<file path="config.mk">
export PLATFORM = sky130hd
export DESIGN_NAME = fighter_anim_fsm
export DESIGN_NICKNAME = d
export VERILOG_FILES = /design/src/rtl/fighter_anim_fsm.sv
export SDC_FILE = /design/constraint.sdc
export NUM_CORES = 1
export LEC_CHECK = 0
export BUFFER_PORTS_ARGS = -buffer_cell sky130_fd_sc_hd__buf_2
export CORE_UTILIZATION = 45
export DETAILED_ROUTE_END_ITERATION = 8
export PLACE_DENSITY = 0.64
export SLEW_MARGIN = 20
export SYNTH_ARGS = -nofsm -noshare
export SYNTH_HDL_FRONTEND = slang
export SYNTH_SLANG_ARGS = --single-unit
</file>
<file path="constraint.sdc">
create_clock -name clk -period 3.36 [get_ports clk]
set_input_delay 0 -clock clk [delete_from_list [all_inputs] [get_ports clk]]
set_output_delay 0 -clock clk [all_outputs]
set_load 0.02 [all_outputs]
</file>
<file path="src/rtl/fighter_anim_fsm.sv">
// Fighter animation state machine: frame-paced walk/attack/hit/block sequencing
// and saturating horizontal sprite position.
module fighter_anim_fsm #(
    parameter logic [9:0]  START_X      = 10'd100,
    parameter logic        FACING_RIGHT = 1'b1,
    parameter logic [9:0]  MIN_X        = 10'd0,
    parameter logic [9:0]  MAX_X        = 10'd527,
    parameter int unsigned WALK_FWD     = 32'd3,
    parameter int unsigned WALK_BACK    = 32'd2,
    parameter int unsigned HIT_PUSH     = 32'd4
) (
    input  logic       clk,
    input  logic       rst,
    input  logic       frame_tick,
    input  logic       btn_left,
    input  logic       btn_right,
    input  logic       btn_attack,
    input  logic       btn_dirattack,
    input  logic       btn_block,
    input  logic       got_hit,
    output logic [3:0] currentstate,
    output logic [9:0] posx,
    output logic       hit_active,
    output logic       blocking,
    output logic       block_success
);

    typedef enum logic [3:0] {
        IDLE     = 4'd0,
        WALK     = 4'd1,
        WALKBACK = 4'd2,
        ATKSTART = 4'd3,
        ATKEND   = 4'd4,
        ATKPULL  = 4'd5,
        DIRSTART = 4'd6,
        DIREND   = 4'd7,
        DIRPULL  = 4'd8,
        GOTHIT   = 4'd9,
        BLOCK    = 4'd10
    } state_t;

    state_t             state_r, state_nxt_s;
    logic [3:0]         cnt_r, cnt_nxt_s;
    logic [9:0]         posx_r, posx_nxt_s;
    logic               pending_hit_r;
    logic               hit_active_r, blocking_r, block_success_r;
    logic               success_nxt_s, hit_now_s, fwd_s, back_s, step_up_s;
    logic signed [10:0] step_mag_s, pos_sum_s;

    // Counter load value is duration minus one so a state entered at tick k leaves at tick k+N.
    function automatic logic [3:0] load_of(input state_t s);
        case (s)
            ATKSTART: load_of = 4'd4;
            ATKEND:   load_of = 4'd1;
            ATKPULL:  load_of = 4'd3;
            DIRSTART: load_of = 4'd3;
            DIREND:   load_of = 4'd2;
            DIRPULL:  load_of = 4'd4;
            GOTHIT:   load_of = 4'd7;
            default:  load_of = 4'd0;
        endcase
    endfunction

    function automatic state_t chain_next(input state_t s);
        case (s)
            ATKSTART: chain_next = ATKEND;
            ATKEND:   chain_next = ATKPULL;
            DIRSTART: chain_next = DIREND;
            DIREND:   chain_next = DIRPULL;
            default:  chain_next = IDLE;
        endcase
    endfunction

    assign hit_now_s = pending_hit_r | got_hit;
    assign fwd_s     = FACING_RIGHT ? btn_right : btn_left;
    assign back_s    = FACING_RIGHT ? btn_left : btn_right;

    // Next-state, frame counter and block-success decision, evaluated on frame ticks only
    always_comb begin
        state_nxt_s   = state_r;
        cnt_nxt_s     = cnt_r;
        success_nxt_s = 1'b0;
        if (frame_tick) begin
            case (state_r)
                IDLE, WALK, WALKBACK: begin
                    if (hit_now_s)                state_nxt_s = GOTHIT;
                    else if (btn_attack)          state_nxt_s = ATKSTART;
                    else if (btn_dirattack)       state_nxt_s = DIRSTART;
                    else if (btn_block)           state_nxt_s = BLOCK;
                    else if (fwd_s && !back_s)    state_nxt_s = WALK;
                    else if (back_s && !fwd_s)    state_nxt_s = WALKBACK;
                    else                          state_nxt_s = IDLE;
                    cnt_nxt_s = load_of(state_nxt_s);
                end
                BLOCK: begin
                    if (hit_now_s) begin
                        state_nxt_s   = BLOCK;
                        success_nxt_s = 1'b1;
                    end else if (!btn_block) begin
                        state_nxt_s = IDLE;
                    end else begin
                        state_nxt_s = BLOCK;
                    end
                    cnt_nxt_s = 4'd0;
                end
                GOTHIT: begin
                    // A fresh hit while already reeling does not restart the pushback.
                    if (cnt_r == 4'd0) begin
                        state_nxt_s = IDLE;
                        cnt_nxt_s   = 4'd0;
                    end else begin
                        cnt_nxt_s = cnt_r - 4'd1;
                    end
                end
                ATKSTART, ATKEND, ATKPULL, DIRSTART, DIREND, DIRPULL: begin
                    if (hit_now_s) begin
                        state_nxt_s = GOTHIT;
                        cnt_nxt_s   = load_of(GOTHIT);
                    end else if (cnt_r == 4'd0) begin
                        state_nxt_s = chain_next(state_r);
                        cnt_nxt_s   = load_of(chain_next(state_r));
                    end else begin
                        cnt_nxt_s = cnt_r - 4'd1;
                    end
                end
                default: begin
                    state_nxt_s = IDLE;
                    cnt_nxt_s   = 4'd0;
                end
            endcase
        end else begin
            state_nxt_s = state_r;
            cnt_nxt_s   = cnt_r;
        end
    end

    // Position step for the state held before the tick, clamped to the legal range
    always_comb begin
        step_mag_s = 11'sd0;
        step_up_s  = 1'b1;
        case (state_r)
            WALK: begin
                step_mag_s = 11'(WALK_FWD);
                step_up_s  = FACING_RIGHT;
            end
            WALKBACK: begin
                step_mag_s = 11'(WALK_BACK);
                step_up_s  = ~FACING_RIGHT;
            end
            GOTHIT: begin
                step_mag_s = 11'(HIT_PUSH);
                step_up_s  = ~FACING_RIGHT;
            end
            default: begin
                step_mag_s = 11'sd0;
                step_up_s  = 1'b1;
            end
        endcase
        if (step_up_s) pos_sum_s = $signed({1'b0, posx_r}) + step_mag_s;
        else           pos_sum_s = $signed({1'b0, posx_r}) - step_mag_s;
        if (!frame_tick)                               posx_nxt_s = posx_r;
        else if (pos_sum_s < $signed({1'b0, MIN_X}))  posx_nxt_s = MIN_X;
        else if (pos_sum_s > $signed({1'b0, MAX_X}))  posx_nxt_s = MAX_X;
        else                                           posx_nxt_s = pos_sum_s[9:0];
    end

    // State, counter, position, pending-hit and decoded output registers
    always_ff @(posedge clk) begin
        if (rst) begin
            state_r         <= IDLE;
            cnt_r           <= 4'd0;
            posx_r          <= START_X;
            pending_hit_r   <= 1'b0;
            hit_active_r    <= 1'b0;
            blocking_r      <= 1'b0;
            block_success_r <= 1'b0;
        end else begin
            state_r         <= state_nxt_s;
            cnt_r           <= cnt_nxt_s;
            posx_r          <= posx_nxt_s;
            pending_hit_r   <= frame_tick ? 1'b0 : (pending_hit_r | got_hit);
            hit_active_r    <= (state_nxt_s == ATKEND) || (state_nxt_s == DIREND);
            blocking_r      <= (state_nxt_s == BLOCK);
            block_success_r <= success_nxt_s;
        end
    end

    assign currentstate  = state_r;
    assign posx          = posx_r;
    assign hit_active    = hit_active_r;
    assign blocking      = blocking_r;
    assign block_success = block_success_r;

endmodule

</file>
---- After elaboration in Yosys (flattened, before gate mapping) ----
Index checks and enable logic that the tools add are counted.
word-level totals
  word-level logic and storage cells ...... 89
  flip-flop bits (word level) ............. 22
operators by class
  reduce and logical (&&, ||, !) cells .... 16
  muxes and demuxes ....................... 31
  equal/unequal tests ..................... 27
  $lt $le $gt $ge ......................... 2
  add/subtract/negate cells ............... 3
  bitwise logic cells ..................... 3
operators with widths
  cell                                                          count
  two-way mux 4 bit                                             19
  == test 4 x 3 -> 1 bit (second input constant)                14
  == test 4 bit (second input constant)                         8
  one-hot mux 4 bit (4 select lines)                            2
  one-hot mux 3 bit (5 select lines)                            2
  two-way mux 10 bit                                            2
  == test 4 x 2 -> 1 bit (second input constant)                4
  one-hot mux 4 bit (3 select lines)                            1
  OR reduction 2 bit                                            6
  adder 11 bit                                                  1
  greater-than comparator 11 bit (second input constant)        1
  less-than comparator 11 x 1 -> 1 bit (second input constant)  1
  two-way mux 11 bit                                            1
  subtractor 11 bit                                             1
  one-hot mux 3 bit (3 select lines)                            1
  logical NOT 4 bit                                             2
  OR reduction 3 bit                                            2
  OR reduction 6 bit                                            1
  == test 4 x 1 -> 1 bit (second input constant)                1
  two-way mux 2 bit                                             2
  subtractor 4 x 1 -> 4 bit (second input constant)             1
  logical AND 1 bit                                             2
  logical NOT 1 bit                                             2
  NOT 1 bit                                                     2
  3 further kinds                                               3

---- Depth between registers and ports, before layout ----
  depth after elaboration ................. 14
  mapped depth ............................ 17
  gate-level depth less buffers ........... 14

---- Worst setup path after synthesis ----
No wires, ideal clock.
  path kind ............................... register -> register
  start ................................... register state_r[0], in the netlist currentstate[0]
  end ..................................... register posx_r[5], in the netlist posx[5]
  cell stages (with the launch flop) ...... 18
  arrival time ............................ 3645 ps
  setup slack ............................. -406 ps
  library setup time ...................... 122 ps
  cell sequence ........................... dfxtp_1 > buf_2 > buf_1 > inv_1 > nor2_1 > o21ai_0 > ha_1 > ha_1 > nor2_2 > inv_1 > ha_1 > buf_2 > nand4_1 > a211oi_1 > nor3_4 > xnor2_4 > and3_1 > a221o_1
between the ends
  longest elaborated chain between the ends .. 7
  elaborated cells between the ends (all ways) .. 12
  those cells by class .................... add/sub (2); order compare (2); eq/ne (3); mux (4); reduce/logical (1)
ends and longest elaborated chain
  item                                                      RTL line  RTL
  from (decl)                                               42        state_t state_r, state_nxt_s;
  from (signal assigned)                                    178       state_r <= state_nxt_s;
  == test 4 bit, or another cell as far along               141       case (state_r)
  one-hot mux 3 bit (3 select lines)                        141
  adder 11 bit / subtractor 11 bit (equally long branches)  159, 160
  two-way mux 11 bit *                                      159       if (step_up_s) pos_sum_s = $signed({1'b0, posx_r}) + step_mag_s;
  greater-than comparator 11 bit                            163       else if (pos_sum_s > $signed({1'b0, MAX_X})) posx_nxt_s = MAX_X;
  two-way mux 10 bit                                        163
  two-way mux 10 bit *                                      162       else if (pos_sum_s < $signed({1'b0, MIN_X})) posx_nxt_s = MIN_X;
  to (signal assigned)                                      180       posx_r <= posx_nxt_s;
  to (decl)                                                 44        logic [9:0] posx_r, posx_nxt_s;
Mark *: on every way between the ends. The rest lies on a longest branch, timed or not.
A chain may end at the register's enable or synchronous reset.

---- Worst setup path in the final report ----
  start ................................... register state_r[0], in the netlist currentstate[0]
  end ..................................... register posx_r[4], in the netlist posx[4]
The elaborated chain is that of the path after synthesis.

==> flow_summary.json <==
{
  "drv_cap": 0,
  "worstPathRequired_ns": 3.55,
  "routed_wl_mm": 5.741,
  "cts_buffers": 3,
  "syn_inst": 268,
  "placed_area_um2": 2227,
  "arrival_ns": 3.31,
  "clock_skew_ns": 0.004234,
  "dr.pass1.iters": 4,
  "synth.largest_area_cell": "dfxtp_1",
  "critPathBufInv": 1,
  "finalHoldViolCount": 0,
  "ys_ff_latch": 22,
  "power_density_nw_per_um2": 1043,
  "period_share": 0.9296,
  "cpMaxStageDelayCell": "dfxtp_4",
  "synthTopCellsByArea": "dfxtp_1 (22%), ha_1 (8.7%), a21oi_1 (5.2%)",
  "htree_num_levels": 1,
  "synth.most_common_cell": "nand2_1",
  "startpoint": "currentstate[0]",
  "status": "complete, no violations",
  "r2r_cells": 13,
  "power_w": 0.002578,
  "routedWlPerCell_um": 16.59,
  "grt.overflow.total": 0,
  "synth_cell_types": 60,
  "n_antenna_cell": 0,
  "fmax_mhz": 320.2,
  "fin_area_um2": 2471,
  "syn_avg_cell_area_um2": 7.549,
  "critPathMostFrequentCell": "nand2_2",
  "ys.flop_type": "dfxtp_1",
  "cts_tree": "yes",
  "clk_pin_slew_worst_paths_ns": 0.09,
  "syn-cell-area_um2": 2023,
  "finalSetupViolations": 0,
  "start_kind": "flip-flop",
  "yosys-top-cells-count": "nand2_1 (28), dfxtp_1 (22), nor2_1 (22)",
  "avgViaCountPerCell": 6.043,
  "grt_max_degree": 21,
  "gp_congestion": 0.8822,
  "vias": 2091,
  "crit_chain": "inv_1 -> nor2_4 -> nand2_2 -> ha_4 -> o21a_1 -> a21oi_2 -> ha_1 -> nor2b_1 -> o31ai_4 -> nand2_2 -> xor2_4 -> o311a_1 -> o31ai_1",
  "ant_nets": 0,
  "max_slew_margin": 0.5980,
  "rr_startpoint": "currentstate[0]",
  "grt_pass1_wl_mm": 9.308,
  "setup_tns_ns": 0,
  "critPathCaptureType": "flip-flop",
  "hold_class": "primary input to flip-flop",
  "nets": 319,
  "drv_slew": 0,
  "cts.root.buffer_cell": "clkbuf_8",
  "rows": 24,
  "synth-async-reset-ratio": 0,
  "detail_route.iter0.violations": 117,
  "worstMarginPinSlew_ns": 0.6018,
  "nFillCells": 426,
  "die-area_um2": 4768,
  "hold-worst-slack_ns": 0.07748,
  "insertion_delay_ns": 0.27,
  "synth_nets": 292,
  "critPathKind": "flip-flop to flip-flop",
  "dp_hpwl_mm": 4.195,
  "rrSetupSlack_ns": 0.24,
  "drc": 0,
  "min_period_ns": 3.123,
  "path_max_fanout": 6,
  "rsz0062_at_grt": "false",
  "die_h_um": 69.05,
  "p_leak_nw": 0.9755,
  "crit_path_max_incr_delay_ns": 0.38,
  "holdBufCountCts": 0,
  "yosysSeqAreaShare": 0.2177,
  "cp.depth": 13,
  "area_growth_pct": 22.14,
  "antenna_found_initial": 0,
  "core_area_um2": 4324,
  "ys_warn_count": 0,
  "track_usage": 0.2344,
  "cts_sinks": 22,
  "ctsLongestPathBuffers": 2,
  "regToRegEndpoint": "posx[4]",
  "vdd_drop_max_uv": 376.3,
  "io_pins": 26,
  "grt_pass1_vias": 2004,
  "setup.worst_path.end": "posx[4]",
  "drive_gt1_frac": 0.2585,
  "start_util": 0.4679,
  "synth_top_cell_area_share": 0.2177,
  "worst_path_dominant_cell_family": "compound AO/OA/AOI/OAI gates",
  "die_w_um": 69.05,
  "portBuffers": 25,
  "synth_edf_count": 0
}
==> flip-flops by register name, indices dropped and copies added (netlist names) <==
register,flops
pending_hit_r,1
posx,10
blocking,1
hit_active,1
block_success,1
currentstate,4
cnt_r,4
==> cells in the final DEF (no fill, tap or decap), drive strengths merged, types with 3 or more instances in the layout <==
master / netlist / routed
nand2b: 4 / 4
buf: 11 / 36
inv: 14 / 14
clkbuf: 4 / 5
a311o: 3 / 3
o21ai: 20 / 20
dfxtp: 22 / 22
ha: 14 / 14
o31ai: 3 / 3
a21o: 3 / 3
nor3: 14 / 14
or3b: 4 / 4
nor4: 3 / 3
a31oi: 3 / 3
o21a: 7 / 7
nor2b: 4 / 4
nor2: 23 / 23
nand2: 29 / 29
a211oi: 9 / 9
a21oi: 25 / 25
nand3: 6 / 6
xnor2: 6 / 6
==> logic make-up (layout without fill, tap and decap cells) <==
family                     count (synthesis)  after routing  synth area share
AOI/OAI and AO/OA                         91             91            0.3111
xor gates and xnor gates                   7              7           0.03958
adders and majority gates                 15             15           0.09648
buffers and inverters                     29             55           0.06308
DFF                                       22             22            0.2177
muxes                                      1              1          0.004948
and+or+nand+nor                          103            103            0.2672
==> metrics by stage <==
stage / cells / utilization / worst slack, ns
final: 346 / 0.5715 / 0.2367
after floorplan: 268 / - / 0.01829
after CTS: 342 / 0.5278 / 0.04261
after global routing: 346 / 0.5715 / 0.01285
after global placement: 338 / 0.5150 / 0.1730
after detailed placement: 338 / 0.5150 / 0.08732
==> per-layer routing <==
metal	wire length [um]	global-route usage	share of wire
met1	2537	0.2989	0.44
met2	2863	0.3927	0.50
met3	208	0.02632	0.036
met4	131	0.1111	0.023
met5	0	0	0
==> power by group <==
part	leakage, nW	switching (W)	total, W	internal, W
sequential	0.181	0.0000703	0.000394	0.000324
combinational	0.766	0.00112	0.00198	0.000863
clock	0.0288	0.0000959	0.000201	0.000105
==> how the worst min path moves through the flow <==
| stage | slack, ns | to | start | cells past startpoint |
|---|---|---|---|---|
| after floorplan | 0.21 | block_success | frame_tick | 2 |
| after global placement | 0.35 | currentstate[3] | rst | 2 |
| after detailed placement | 0.36 | currentstate[3] | rst | 2 |
| after CTS | 0.08 | currentstate[3] | rst | 2 |
| after global routing | 0.11 | currentstate[0] | rst | 2 |
| final | 0.08 | currentstate[3] | rst | 2 |
==> final cells by class <==
cell class	instances	area, um^2	share of cell area
Clock buffer	4	55.05	0.02228
Inverter	14	52.55	0.02127
Multi-Input combinational cell	217	1629	0.6592
Sequential cell	22	444.2	0.1797
Tap cell	52	65.06	0.02633
Timing Repair Buffer	37	225.2	0.09114
==> what timing repair did <==
action	in CTS	in global routing
resized for setup	0	26
setup endpoints to repair	0	10
setup buffers	0	4
(Power assumes the default switching activity.)
